File: config.mk
export PLATFORM = sky130hd
export DESIGN_NAME = mbledhesi_sekuencial
export DESIGN_NICKNAME = d
export VERILOG_FILES = /design/src/rtl/mbledhesi_sekuencial.sv
export SDC_FILE = /design/constraint.sdc
export NUM_CORES = 1
export LEC_CHECK = 0
export ABC_CLOCK_PERIOD_IN_PS = 5500
export CAP_MARGIN = 20
export CORE_MARGIN = 2
export CORE_UTILIZATION = 38
export DETAILED_ROUTE_END_ITERATION = 10
export GPL_ROUTABILITY_DRIVEN = 0
export PLACE_DENSITY = 0.72
export SYNTH_ARGS = -nofsm -noshare
export SYNTH_HDL_FRONTEND = slang
export SYNTH_SLANG_ARGS = --single-unit
File: constraint.sdc
create_clock -name clk -period 5.5 [get_ports clk]
set_input_delay 0.55 -clock clk [delete_from_list [all_inputs] [get_ports clk]]
set_output_delay 0.55 -clock clk [all_outputs]
set_load 0.02 [all_outputs]
File: src/rtl/mbledhesi_sekuencial.sv
// Multi-cycle adder/subtractor: one CHUNK-bit slice per clock with a registered carry.
// Define MBLEDHESI_OVF_EN to add the registered signed-overflow output ovf.

module mbledhesi_sekuencial #(
    parameter int WIDTH = 48,
    parameter int CHUNK = 24
) (
    input  logic             clk,
    input  logic             rst_n,
    input  logic             start,
    input  logic             sub,
    input  logic [WIDTH-1:0] a,
    input  logic [WIDTH-1:0] b,
    input  logic             cin,
    output logic             ready,
    output logic             done,
    output logic [WIDTH-1:0] shuma,
    output logic             carryout
`ifdef MBLEDHESI_OVF_EN
    ,
    output logic             ovf
`endif
);

    // state | meaning
    // IDLE  | waiting for start, ready high
    // RUN   | one slice per edge, start ignored
    // FUND  | result valid for one cycle, done and ready high

    localparam int NCH = WIDTH / CHUNK;
    localparam int KW  = (NCH > 1) ? $clog2(NCH) : 1;
    localparam logic [KW-1:0] K_LAST = KW'(NCH - 1);

    typedef enum logic [1:0] {
        IDLE = 2'd0,
        RUN  = 2'd1,
        FUND = 2'd2
    } state_t;

    state_t           state;
    state_t           state_next;
    logic [WIDTH-1:0] a_reg;
    logic [WIDTH-1:0] b_eff;
    logic [WIDTH-1:0] part;
    logic [WIDTH-1:0] part_next;
    logic [KW-1:0]    k;
    logic             c;
    logic [CHUNK:0]   slice_sum;
    logic             accept;
    logic             last;

    assign last = (k == K_LAST);

    always_ff @(posedge clk or negedge rst_n) begin
        if (!rst_n) begin
            state <= IDLE;
        end else begin
            state <= state_next;
        end
    end

    always_comb begin
        state_next = state;
        ready      = 1'b1;
        done       = 1'b0;
        accept     = 1'b0;
        case (state)
            IDLE: begin
                if (start) begin
                    accept     = 1'b1;
                    state_next = RUN;
                end
            end
            RUN: begin
                ready = 1'b0;
                if (last) begin
                    state_next = FUND;
                end
            end
            FUND: begin
                done = 1'b1;
                if (start) begin
                    accept     = 1'b1;
                    state_next = RUN;
                end else begin
                    state_next = IDLE;
                end
            end
            default: begin
                state_next = IDLE;
            end
        endcase
    end

    // One ripple slice; the finished slice is merged into the partial result.
    always_comb begin
        slice_sum = {1'b0, a_reg[k*CHUNK +: CHUNK]}
                  + {1'b0, b_eff[k*CHUNK +: CHUNK]}
                  + {{CHUNK{1'b0}}, c};
        part_next = part;
        part_next[k*CHUNK +: CHUNK] = slice_sum[CHUNK-1:0];
    end

    always_ff @(posedge clk or negedge rst_n) begin
        if (!rst_n) begin
            a_reg    <= '0;
            b_eff    <= '0;
            part     <= '0;
            k        <= '0;
            c        <= 1'b0;
            shuma    <= '0;
            carryout <= 1'b0;
`ifdef MBLEDHESI_OVF_EN
            ovf      <= 1'b0;
`endif
        end else if (accept) begin
            a_reg <= a;
            b_eff <= sub ? ~b : b;
            c     <= cin ^ sub;
            k     <= '0;
        end else if (state == RUN) begin
            part <= part_next;
            c    <= slice_sum[CHUNK];
            if (last) begin
                k        <= '0;
                shuma    <= part_next;
                carryout <= slice_sum[CHUNK];
`ifdef MBLEDHESI_OVF_EN
                ovf      <= (a_reg[WIDTH-1] == b_eff[WIDTH-1]) &&
                            (part_next[WIDTH-1] != a_reg[WIDTH-1]);
`endif
            end else begin
                k <= k + 1'b1;
            end
        end
    end

endmodule

==> flow_metrics.env <==
export IMPL_rows=55
export IMPL_post_synth_top_count_cell="nand2_1"
export IMPL_cp_cell_sequence="buf_4 > mux2_2 > ha_1 > a21oi_1 > nor3_1 > o41ai_1 > a21oi_1 > xnor2_1 > o21ai_1"
export IMPL_drc_errors=0
export IMPL_worst_clock_skew_ns=0.0108
export IMPL_setup_ws_ns=1.93
export IMPL_dr_pass1_iters=5
export IMPL_diodes=0
export IMPL_grt_ovfl_total=0
export IMPL_ir_worst_vdd_mv=0.296
export IMPL_grt_pass1_vias=6397
export IMPL_timing_hold_ws_ns=0.166
export IMPL_dieArea_um2=24600
export IMPL_htree_levels=4
export IMPL_avgSynthCellArea_um2=10.1
export IMPL_power_w=0.00839
export IMPL_slew_violations=0
export IMPL_cts_setup_buffers=0
export IMPL_ys_seq_area_frac=0.488
export IMPL_cts_made_buffers=17
export IMPL_die_w_um=157
export IMPL_p_per_area_nw_per_um2=749
export IMPL_post_route_period_util=0.650
export IMPL_layout_drive_gt1_share=0.154
export IMPL_ys_seq_elements=173
export IMPL_tightest_slew_ns=0.837
export IMPL_synth_common_cells="209 x nand2_1, 173 x dfrtp_1, 96 x mux2_2"
export IMPL_layout_min_cycle_time_ns=3.57
export IMPL_dp_hpwl_um=14900
export IMPL_antenna_found_initial=0
export IMPL_grt_pass1_wl_um=33200
export IMPL_hold_path_class="in -> async"
export IMPL_ant_nets=0
export IMPL_cts_sink_count=173
export IMPL_avgRoutedWirePerCell_um=15.4
export IMPL_power_frac_comb=0.589
export IMPL_syn_inst=880
export IMPL_p_seq_frac=0.266
export IMPL_rsz0062_at_grt="false"
export IMPL_crit_type="reg -> reg"
export IMPL_hold_viol_final=0
export IMPL_syn_area_um2=8870
export IMPL_intPower_w=0.00460
export IMPL_stdcell_area_um2=11200
export IMPL_slowest_stage="a21oi_1"
export IMPL_start_util=0.389
export IMPL_finalSetupViolCount=0
export IMPL_status="finished clean"
export IMPL_synth_edf_count=0
export IMPL_yosys_top_cells_area="dfrtp_1 49%, mux2_2 12%, nand2_1 8.8%, xnor2_1 6.0%, o21ai_0 4.1%"
export IMPL_worstSetupStartpointType="register"
export IMPL_critPathRequiredTime_ns=5.80
export IMPL_drt_iter0_drc=385
export IMPL_p_sw_frac=0.452
export IMPL_root_buffer="clkbuf_16"
export IMPL_fin_tns_setup_ns=0
export IMPL_grt_usage=0.172
export IMPL_cts_tree="built"
export IMPL_clock_path_buffers=2
export IMPL_cts_resized=0
export IMPL_fmax_ghz=0.280
export IMPL_die_height_um=157
export IMPL_critPathMostFrequentCell="a21oi_1"
export IMPL_place_area_um2=10600
export IMPL_cts_reportedPaths_clkPinSlew_ns=0.07
export IMPL_p_switching_w=0.00379
export IMPL_io_pins=152
export IMPL_vias=6532
export IMPL_syn_nets=1006
export IMPL_cpPeakStageDelay_ns=0.52
export IMPL_critPathMaxFanout=44
export IMPL_synth_largest_area_cell="dfrtp_1"
export IMPL_ys_types=63
export IMPL_dpl_worst_slack_ns=2.03
export IMPL_grt_max_degree=112
export IMPL_p_clk_frac=0.145
export IMPL_core_um2=22800
export IMPL_clk_latency_ns=0.44
export IMPL_ys_flop_type="dfrtp_1"
export IMPL_r2r_setup_slack_ns=1.93
export IMPL_ctsHoldBuffers=0
export IMPL_async_flop_share=1.00
export IMPL_via_per_inst=4.93
export IMPL_layout_nets=1125
export IMPL_area_delta_synth_final_pct=26.2
export IMPL_p_leak_nw=4.88
export IMPL_totalWireLength_um=20400
export IMPL_ff2ff_path_depth=9
export IMPL_critPathCaptureType="register"
export IMPL_drv_cap=0
export IMPL_arrival_ns=3.87
export IMPL_yosysWarningCount=0
export IMPL_max_slew_margin=0.442
export IMPL_synth_top_area_frac=0.488
export IMPL_io_buffers=151
-- layer usage --
layer  vias to the layer above  track usage  wire [um]
li1                       3249            -          -
met1                      3072        0.257      10300
met2                       190        0.254       8900
met3                        21       0.0335       1000
met4                         0       0.0472        238
met5                         -            0          0
-- cell families after synthesis --
kind of cell | synth area share
simple gates | 0.128
mux | 0.128
flops | 0.488
xor+xnor | 0.0642
compound gates | 0.121
buf+inv | 0.0336
fa+ha+maj | 0.0370
-- path summary, 6_finish.rpt --
| check | startpoint | endpoint |
|---|---|---|
| setup reg to reg | k | shuma[47] |
| setup / recovery | k | shuma[47] |
| hold / removal | rst_n | shuma[17] |
| min in group clk | part[20] | shuma[20] |
| hold reg to reg | part[20] | shuma[20] |
| max in group asynchronous | rst_n | part[15] |
-- layout make-up --
type	instances	area (um^2)
tap	313	392
multi-input combinational	638	4250
timing repair buffer	160	1600
inverter	9	33.8
sequential	173	4330
clock buffer	17	425
clock inverter	15	170
fill	2120	11600
-- cell usage in the layout (no fill, tap or decap), drive strengths merged, types with 7 or more instances in the layout --
cell type        n
dfrtp          173
a21o            10
o211ai           9
nor2            25
buf             11
clkbuf          17
a21oi           32
inv             17
nand2          209
clkdlybuf4s50  149
nand3            7
mux2            96
xnor2           61
ha              23
o21ai           83
nand4            8
-- power by group through the flow --
| stage | clock network, W | registers (W) | logic, W |
|---|---|---|---|
| detailed placement | 0 | 0.00226 | 0.00487 |
| CTS | 0.00125 | 0.00224 | 0.00490 |
| global placement | 0 | 0.00225 | 0.00477 |
| global route | 0.00129 | 0.00232 | 0.00546 |
| finish | 0.00121 | 0.00223 | 0.00494 |
| floorplan | 0 | 0.00235 | 0.00339 |
-- critical path: cells and delay by family (launching register included) --
kind            cells  cell delay (ns)
xor+xnor            1             0.24
compound gates      4             1.17
buf+inv             1             0.51
mux                 1             0.41
flops               1             0.44
fa+ha+maj           1             0.43
simple gates        1             0.20
-- metrics by stage --
| step | utilization | std cells |
|---|---|---|
| final | 0.492 | 1325 |
| after global routing | 0.492 | 1325 |
| after CTS | 0.490 | 1324 |
| after detailed placement | 0.464 | 1292 |
| after global placement | 0.464 | 1292 |
| after floorplan | - | 880 |
No activity file was read; power rests on OpenSTA's default activity.
